**config.mk**
```make
export PLATFORM = sky130hd
export DESIGN_NAME = registru_fifo_param
export DESIGN_NICKNAME = d
export VERILOG_FILES = /design/src/rtl/registru_fifo_param.sv
export SDC_FILE = /design/constraint.sdc
export NUM_CORES = 1
export LEC_CHECK = 0
export ABC_AREA = 1
export ABC_CLOCK_PERIOD_IN_PS = 9200
export BUFFER_PORTS_ARGS = -buffer_cell sky130_fd_sc_hd__clkbuf_2
export CORE_UTILIZATION = 55
export CTS_CLUSTER_SIZE = 10
export DETAILED_ROUTE_END_ITERATION = 7
export GPL_TIMING_DRIVEN = 0
export PLACE_DENSITY = 0.86
export SETUP_SLACK_MARGIN = 0.4
export SKIP_LAST_GASP = 1
export SYNTH_ARGS = -nofsm -noshare
export SYNTH_HDL_FRONTEND = slang
export SYNTH_SLANG_ARGS = --single-unit
```
**constraint.sdc**
```tcl
create_clock -name clk -period 9.2 [get_ports clk]
set_input_delay 1.84 -clock clk [delete_from_list [all_inputs] [get_ports clk]]
set_output_delay 1.84 -clock clk [all_outputs]
set_load 0.05 [all_outputs]
```
**src/rtl/registru_fifo_param.sv**
```systemverilog
// registru_fifo_param: parameterised synchronous FIFO with valid/ready handshakes,
// sticky overflow/underflow flags and a synchronous flush.
// All outputs come straight from flops; out_data is pre-computed for the next cycle.
// Optional feature: define REGISTRU_HIGHWATER_EN to add the max_count peak-occupancy output.
module registru_fifo_param #(
    parameter int unsigned WIDTH = 57,
    parameter int unsigned DEPTH = 4
) (
    input  logic                     clk,
    input  logic                     clear_n,
    input  logic                     flush,
    input  logic [WIDTH-1:0]         in_data,
    input  logic                     in_valid,
    output logic                     in_ready,
    output logic [WIDTH-1:0]         out_data,
    output logic                     out_valid,
    input  logic                     out_ready,
    output logic [$clog2(DEPTH):0]   count,
    output logic                     ovf,
    output logic                     udf
`ifdef REGISTRU_HIGHWATER_EN
    ,
    output logic [$clog2(DEPTH):0]   max_count
`endif
);

    localparam int unsigned PTR_W = $clog2(DEPTH);
    localparam int unsigned CNT_W = PTR_W + 1;

    // Elaboration-time guard on the legal parameter ranges
    if (WIDTH < 1 || WIDTH > 128) begin : g_bad_width
        $error("registru_fifo_param: WIDTH must be 1..128");
    end
    if (DEPTH < 2 || DEPTH > 16 || (DEPTH & (DEPTH - 1)) != 0) begin : g_bad_depth
        $error("registru_fifo_param: DEPTH must be a power of two in 2..16");
    end

    logic [WIDTH-1:0] mem [DEPTH];
    logic [PTR_W-1:0] wr_ptr;
    logic [PTR_W-1:0] rd_ptr;

    logic             do_push;
    logic             do_pop;
    logic [PTR_W-1:0] wr_ptr_nxt;
    logic [PTR_W-1:0] rd_ptr_nxt;
    logic [CNT_W-1:0] count_nxt;
    logic             ovf_nxt;
    logic             udf_nxt;
    logic             in_ready_nxt;
    logic             out_valid_nxt;
    logic [WIDTH-1:0] out_data_nxt;
`ifdef REGISTRU_HIGHWATER_EN
    logic [CNT_W-1:0] max_count_nxt;
`endif

    // Next-state computation for pointers, occupancy, flags and the output word
    always_comb begin
        do_push       = 1'b0;
        do_pop        = 1'b0;
        wr_ptr_nxt    = wr_ptr;
        rd_ptr_nxt    = rd_ptr;
        count_nxt     = count;
        ovf_nxt       = ovf;
        udf_nxt       = udf;
        in_ready_nxt  = 1'b1;
        out_valid_nxt = 1'b0;
        out_data_nxt  = '0;
`ifdef REGISTRU_HIGHWATER_EN
        max_count_nxt = max_count;
`endif

        if (flush) begin
            // Flush discards any same-cycle transfer and clears the sticky flags
            wr_ptr_nxt = '0;
            rd_ptr_nxt = '0;
            count_nxt  = '0;
            ovf_nxt    = 1'b0;
            udf_nxt    = 1'b0;
`ifdef REGISTRU_HIGHWATER_EN
            max_count_nxt = '0;
`endif
        end else begin
            do_push = in_valid && in_ready;
            do_pop  = out_valid && out_ready;
            // A refused push when full flags overflow even if a pop frees space this cycle
            if (in_valid && !in_ready) begin
                ovf_nxt = 1'b1;
            end
            if (out_ready && !out_valid) begin
                udf_nxt = 1'b1;
            end
            if (do_push) begin
                wr_ptr_nxt = wr_ptr + PTR_W'(1);
            end
            if (do_pop) begin
                rd_ptr_nxt = rd_ptr + PTR_W'(1);
            end
            count_nxt = count + CNT_W'(do_push) - CNT_W'(do_pop);
`ifdef REGISTRU_HIGHWATER_EN
            if (count_nxt > max_count) begin
                max_count_nxt = count_nxt;
            end
`endif
        end

        in_ready_nxt  = (count_nxt < CNT_W'(DEPTH));
        out_valid_nxt = (count_nxt != '0);

        // Head word for next cycle: bypass the incoming word when it lands at the new head
        if (out_valid_nxt) begin
            if (do_push && (wr_ptr == rd_ptr_nxt)) begin
                out_data_nxt = in_data;
            end else begin
                out_data_nxt = mem[rd_ptr_nxt];
            end
        end
    end

    // Control and output registers with synchronous active-low reset
    always_ff @(posedge clk) begin
        if (!clear_n) begin
            wr_ptr    <= '0;
            rd_ptr    <= '0;
            count     <= '0;
            ovf       <= 1'b0;
            udf       <= 1'b0;
            in_ready  <= 1'b1;
            out_valid <= 1'b0;
            out_data  <= '0;
`ifdef REGISTRU_HIGHWATER_EN
            max_count <= '0;
`endif
        end else begin
            wr_ptr    <= wr_ptr_nxt;
            rd_ptr    <= rd_ptr_nxt;
            count     <= count_nxt;
            ovf       <= ovf_nxt;
            udf       <= udf_nxt;
            in_ready  <= in_ready_nxt;
            out_valid <= out_valid_nxt;
            out_data  <= out_data_nxt;
`ifdef REGISTRU_HIGHWATER_EN
            max_count <= max_count_nxt;
`endif
        end
    end

    // Storage array; contents are never reset, only the pointers are
    always_ff @(posedge clk) begin
        if (clear_n && do_push) begin
            mem[wr_ptr] <= in_data;
        end
    end

endmodule

```
==> qor.yml, run 1 <==
wl_per_cell_um: 17.15
syn_inst: 1115
numPortBuffers: 125
clock-sinks: 296
vias: 8383
vias_per_cell: 5.289
swShare: 0.2325
cts_hold_buffers: 0
max_stage_delay_ps: 490
fin_setup_tns_ps: 0
critPathMaxFanout: 10
cts_setup_buffers: 0
path_delay_family: "adder cells"
maxCapViolCount: 0
dp_hpwl_um: 17040
io_pins: 126
worstPathRequired_ps: 9630
finClkSkew_ps: 15.78
status: "finished clean"
cp.arrival_ps: 4540
ctsHtreeMaxLevel: 2
fin_crit_sh: 0.4468
finalNetCount: 1354
syn_nets: 1184
ys_seq_area_frac: 0.6948
coreArea_sq_um: 21020
ys_warn_count: 0
crit_chain: "clkbuf_2 -> nand2_1 -> ha_1 -> inv_1 -> ha_1 -> inv_1 -> fa_1 -> a31oi_2 -> buf_4 -> clkbuf_1 -> nand2_1 -> nor2_1"
drtIter0Drc: 703
start_util: 0.5619
clkPwrFrac: 0.418
grt-ovfl-total: 0
cts-resized-gates: 0
crit_buf_inv: 5
insertedDiodeCount: 0
worst_slew_pin_slew_ps: 646.4
p_comb_frac: 0.083
p_switching_uw: 690.6
routed_wl_um: 27190
startpoint_type: "input port"
powerDensity_nw_per_um2: 211.8
total_power_uw: 2970
worst_path_max_delay_cell: "fa_1"
end_kind: "flip-flop"
clkLatencyLatePin_ps: 510
ant_nets: 0
seqCellArea_sq_um: 8208
cts_buffers: 35
drc: 0
path_class: "input port to flip-flop"
drive_above_1_share: 0.1672
multiInputGateArea_sq_um: 2824
max_freq_mhz: 243.3
slew-limit-headroom: 0.5680
syn2layout_area_growth_pct: 18.71
final_cell_mix: "nand2_1, edfxtp_1, nor2_1, inv_1, clkbuf_2"
cts-root-buf: "clkbuf_16"
gp_congestion: 0.7933
die_h_um: 148.6
synth_cell_types: 28
irDropWorstVdd_mv: 0.1376
rsz0062_at_grt: "false"
antenna_found_initial: 3
p_leak_uw: 0.005941
internal_power_uw: 2280
setup_viol: 0
final_common_cell: "nand2_1"
grt_pass1_wl_um: 42890
dieArea_sq_um: 22070
hp-class: "flip-flop to flip-flop"
die_w_um: 148.6
period_minus_slack_ps: 4111
avgSynthCellArea_sq_um: 10.59
nFillCells: 1514
grt_usage: 0.2583
grt_max_degree: 27
p_seq_frac: 0.499
syn_area_sq_um: 11810
clkTransAtPathRegs_ps: 50
fin_area_sq_um: 14020
cts_tree: "built"
first_pass_iters: 5
hold_viol: 0
grt_pass1_vias: 8219
placed_area_sq_um: 13000
ys_ff_latch: 296
slew_violations: 0
cts_buffer_depth: 3
rows: 53
layer usage:
| metal | vias up | wire length (um) | track usage |
|---|---|---|---|
| li1 | 3997 | - | - |
| met1 | 3905 | 10590 | 0.3282 |
| met2 | 407 | 13470 | 0.4297 |
| met3 | 68 | 2343 | 0.04939 |
| met4 | 6 | 736 | 0.1180 |
| met5 | - | 45 | 0 |
cells in the mapped netlist, drive strengths merged:
cell type,instances,share of area
nand2,248,0.079
xor2,1,0.00074
a211oi,1,0.00064
xnor2,1,0.00074
nor2,224,0.072
o21a,1,0.00064
fa,1,0.0017
o211ai,48,0.031
dfxtp,68,0.12
clkbuf,13,0.0041
a31oi,1,0.0011
edfxtp,228,0.58
inv,135,0.043
buf,44,0.021
o21ai,57,0.024
a21oi,3,0.0013
ha,6,0.0064
nand3,13,0.0070
nand4,21,0.011
clkinv,1,0.00032
state kept, by name, summed over array words and instances, names as in the netlist:
| register | flops |
|---|---|
| mem | 228 |
| out_data | 57 |
| count | 3 |
| rd_ptr | 2 |
| wr_ptr | 2 |
| in_ready | 1 |
| out_valid | 1 |
| ovf | 1 |
| udf | 1 |
power groups by stage:
stage | clock, uW | sequential, uW | combinational (uW)
CTS | 1260 | 1480 | 247
global route | 1310 | 1480 | 270
finish | 1240 | 1480 | 247
floorplan | 0 | 1570 | 95.1
detailed placement | 0 | 1510 | 243
global placement | 0 | 1510 | 232
layout make-up:
class                   count  area share
plain buffers              57     0.02142
well taps                 275     0.02454
clock buffers              62     0.07272
flip-flops and latches    296      0.5853
inverters                 136     0.03641
multi-input cells         626      0.2014
repair buffers            133     0.05818
worst reg2reg max path: cells and delay by family, from the launching register on:
family          cells  cell delay, ps
compound gates      1             360
fa+ha+maj           3             960
buf+inv             4             860
flops               1             340
simple gates        3             460
worst paths after layout:
kind / endpoint / from / depth (start not counted) / slack (ps)
worst max register to register: out_data[28] / in_ready / 11 / 6150
worst min register to register: udf / udf / 2 / 470
worst max-delay path: out_data[28] / in_valid / 12 / 5090
worst min-delay path: udf / udf / 2 / 470
cell families (layout without fill, tap and decap cells):
logic type | after synthesis | in the layout | share of synthesized area
simple gates | 506 | 506 | 0.1687
compound gates | 111 | 111 | 0.05826
flops | 296 | 296 | 0.6948
xor+xnor | 2 | 2 | 0.001483
fa+ha+maj | 7 | 7 | 0.008050
buf+inv | 193 | 388 | 0.06864
through the flow:
| step | hold slack (ps) | cells | util | setup WS (ps) |
|---|---|---|---|---|
| 5_1_grt | 508.6 | 1585 | 0.6670 | 4894 |
| 4_1_cts | 476.4 | 1585 | 0.6670 | 5152 |
| 3_5_place_dp | 464.2 | 1523 | 0.6185 | 4702 |
| 6_report | 473.7 | 1585 | 0.6670 | 5089 |
| 3_3_place_gp | 452.5 | 1515 | 0.6081 | 1987 |
| 2_1_floorplan | 531.4 | 1115 | - | 3976 |
Note: power is estimated with default switching activity, not from simulation.
==> run 2: changes to the inputs <==
Settings changed: ABC_CLOCK_PERIOD_IN_PS 9200 to 4000.
Clock period 9.2 ns to 4 ns, I/O delays scaled along.
==> run 2 against run 1 <==
Net effect: sequential cell count did not move; via count fell by 0.74%; critical path type unchanged; cell area did not move; combinational power rose by 130%; global-route usage barely moved; critical path depth did not move.
==> qor.yml, run 2 (synthesis results as in run 1) <==
status: "finished clean"
internal_power_uw: 5244
p_comb_frac: 0.083
ff2ff_path_depth: 11
grt_usage: 0.2581
vias: 8321
drc: 0
die_w_um: 148.6
drive_above_1_share: 0.1672
maxCapViolCount: 0
grt_pass1_wl_um: 42880
cts_setup_buffers: 0
largest_reg_flops: 228
syn2layout_area_growth_pct: 18.71
antenna_found_initial: 3
total_power_uw: 6835
gp_congestion: 0.7933
startpoint_type: "input port"
end_kind: "flip-flop"
dieArea_sq_um: 22070
path_class: "input port to flip-flop"
worst_path_max_delay_cell: "fa_1"
cts-root-buf: "clkbuf_16"
insertedDiodeCount: 0
rsz0062_at_grt: "false"
ff2ff_setup_slack_ps: 930
cts-resized-gates: 0
grt_pass1_vias: 8206
top_register: "mem"
max_freq_mhz: 323.6
slew-limit-headroom: 0.5695
numPortBuffers: 125
worstPathRequired_ps: 4430
placed_area_sq_um: 13000
finClkSkew_ps: 17.49
p_seq_frac: 0.498
swShare: 0.2328
max_stage_delay_ps: 490
routed_wl_um: 27290
ctsHtreeMaxLevel: 2
grt_max_degree: 27
coreArea_sq_um: 21020
fin_area_sq_um: 14020
wl_per_cell_um: 17.22
cp.arrival_ps: 3520
fin_crit_sh: 0.7727
vias_per_cell: 5.250
start_util: 0.5619
rows: 53
ant_nets: 0
p_switching_uw: 1591
cts_tree: "built"
hp-class: "flip-flop to flip-flop"
die_h_um: 148.6
critPathMaxFanout: 10
worst_slew_pin_slew_ps: 644.2
utilization: 0.6670
clkPwrFrac: 0.418
irDropWorstVdd_mv: 0.3142
cts_buffers: 35
io_pins: 126
final_common_cell: "nand2_1"
grt-ovfl-total: 0
clock-sinks: 296
setup_viol: 0
clkLatencyLatePin_ps: 510
final_cell_mix: "nand2_1, edfxtp_1, nor2_1, inv_1, clkbuf_2"
slew_violations: 0
dp_hpwl_um: 17040
p_leak_uw: 0.005941
cts_hold_buffers: 0
period_minus_slack_ps: 3091
crit_chain: "clkbuf_2 -> nand2_1 -> ha_1 -> inv_1 -> ha_1 -> inv_1 -> fa_1 -> a31oi_2 -> buf_4 -> clkbuf_1 -> nand2_1 -> nor2_1"
clkTransAtPathRegs_ps: 50
drtIter0Drc: 740
powerDensity_nw_per_um2: 487.4
whs_path_depth: 2
reg_top3: "mem (228), out_data (57), count (3)"
first_pass_iters: 5
hold_viol: 0
finalNetCount: 1354
cts_buffer_depth: 3
[run 2: cell counts in the layout (fill, tap and decap cells not counted)]
Identical to the previous run, type by type.
[run 2: stage by stage]
| step | TNS [ps] | instances | setup slack, ps | hold slack (ps) |
|---|---|---|---|---|
| 2_1_floorplan | -41870 | 1115 | -183.7 | 531.4 |
| 3_3_place_gp | -481900 | 1515 | -2173 | 452.5 |
| 3_5_place_dp | 0 | 1523 | 541.6 | 464.2 |
| 4_1_cts | 0 | 1585 | 992.1 | 476.4 |
| 5_1_grt | 0 | 1585 | 732.1 | 508.6 |
| 6_report | 0 | 1585 | 909.3 | 473.7 |
[run 2: layer usage]
layer | vias to the layer above | GRT usage | part of all wire
li1 | 3997 | - | -
met3 | 54 | 0.05184 | 0.084
met5 | - | 0 | 0.0016
met4 | 6 | 0.1098 | 0.022
met1 | 3888 | 0.3273 | 0.39
met2 | 376 | 0.4318 | 0.50
[run 2: critical path, delay by kind of cell]
kind | cells | cell delay, ps
and+or+nand+nor | 3 | 450
AOI/OAI and AO/OA | 1 | 360
adders and majority gates | 3 | 960
buffers and inverters | 5 | 940
[run 2: path summary, 6_finish.rpt]
kind                  from            to
setup / recovery  in_valid  out_data[28]
setup reg to reg  in_ready  out_data[28]
hold / removal         udf           udf
hold reg to reg        udf           udf
[run 2: final cells by class]
cell class	count	area (sq um)
sequential	296	8208
fill	1514	6999
multi-input combinational	626	2824
clock buffer	62	1020
timing repair buffer	133	815.8
inverter	136	510.5
tap	275	344.1
buffer	57	300.3
[run 2: power by group through the flow]
stage / clock network, uW / registers [uW] / logic, uW
floorplan: 0 / 3620 / 219
detailed placement: 0 / 3470 / 559
global placement: 0 / 3470 / 534
CTS: 2890 / 3410 / 568
finish: 2860 / 3410 / 568
global route: 3020 / 3410 / 620
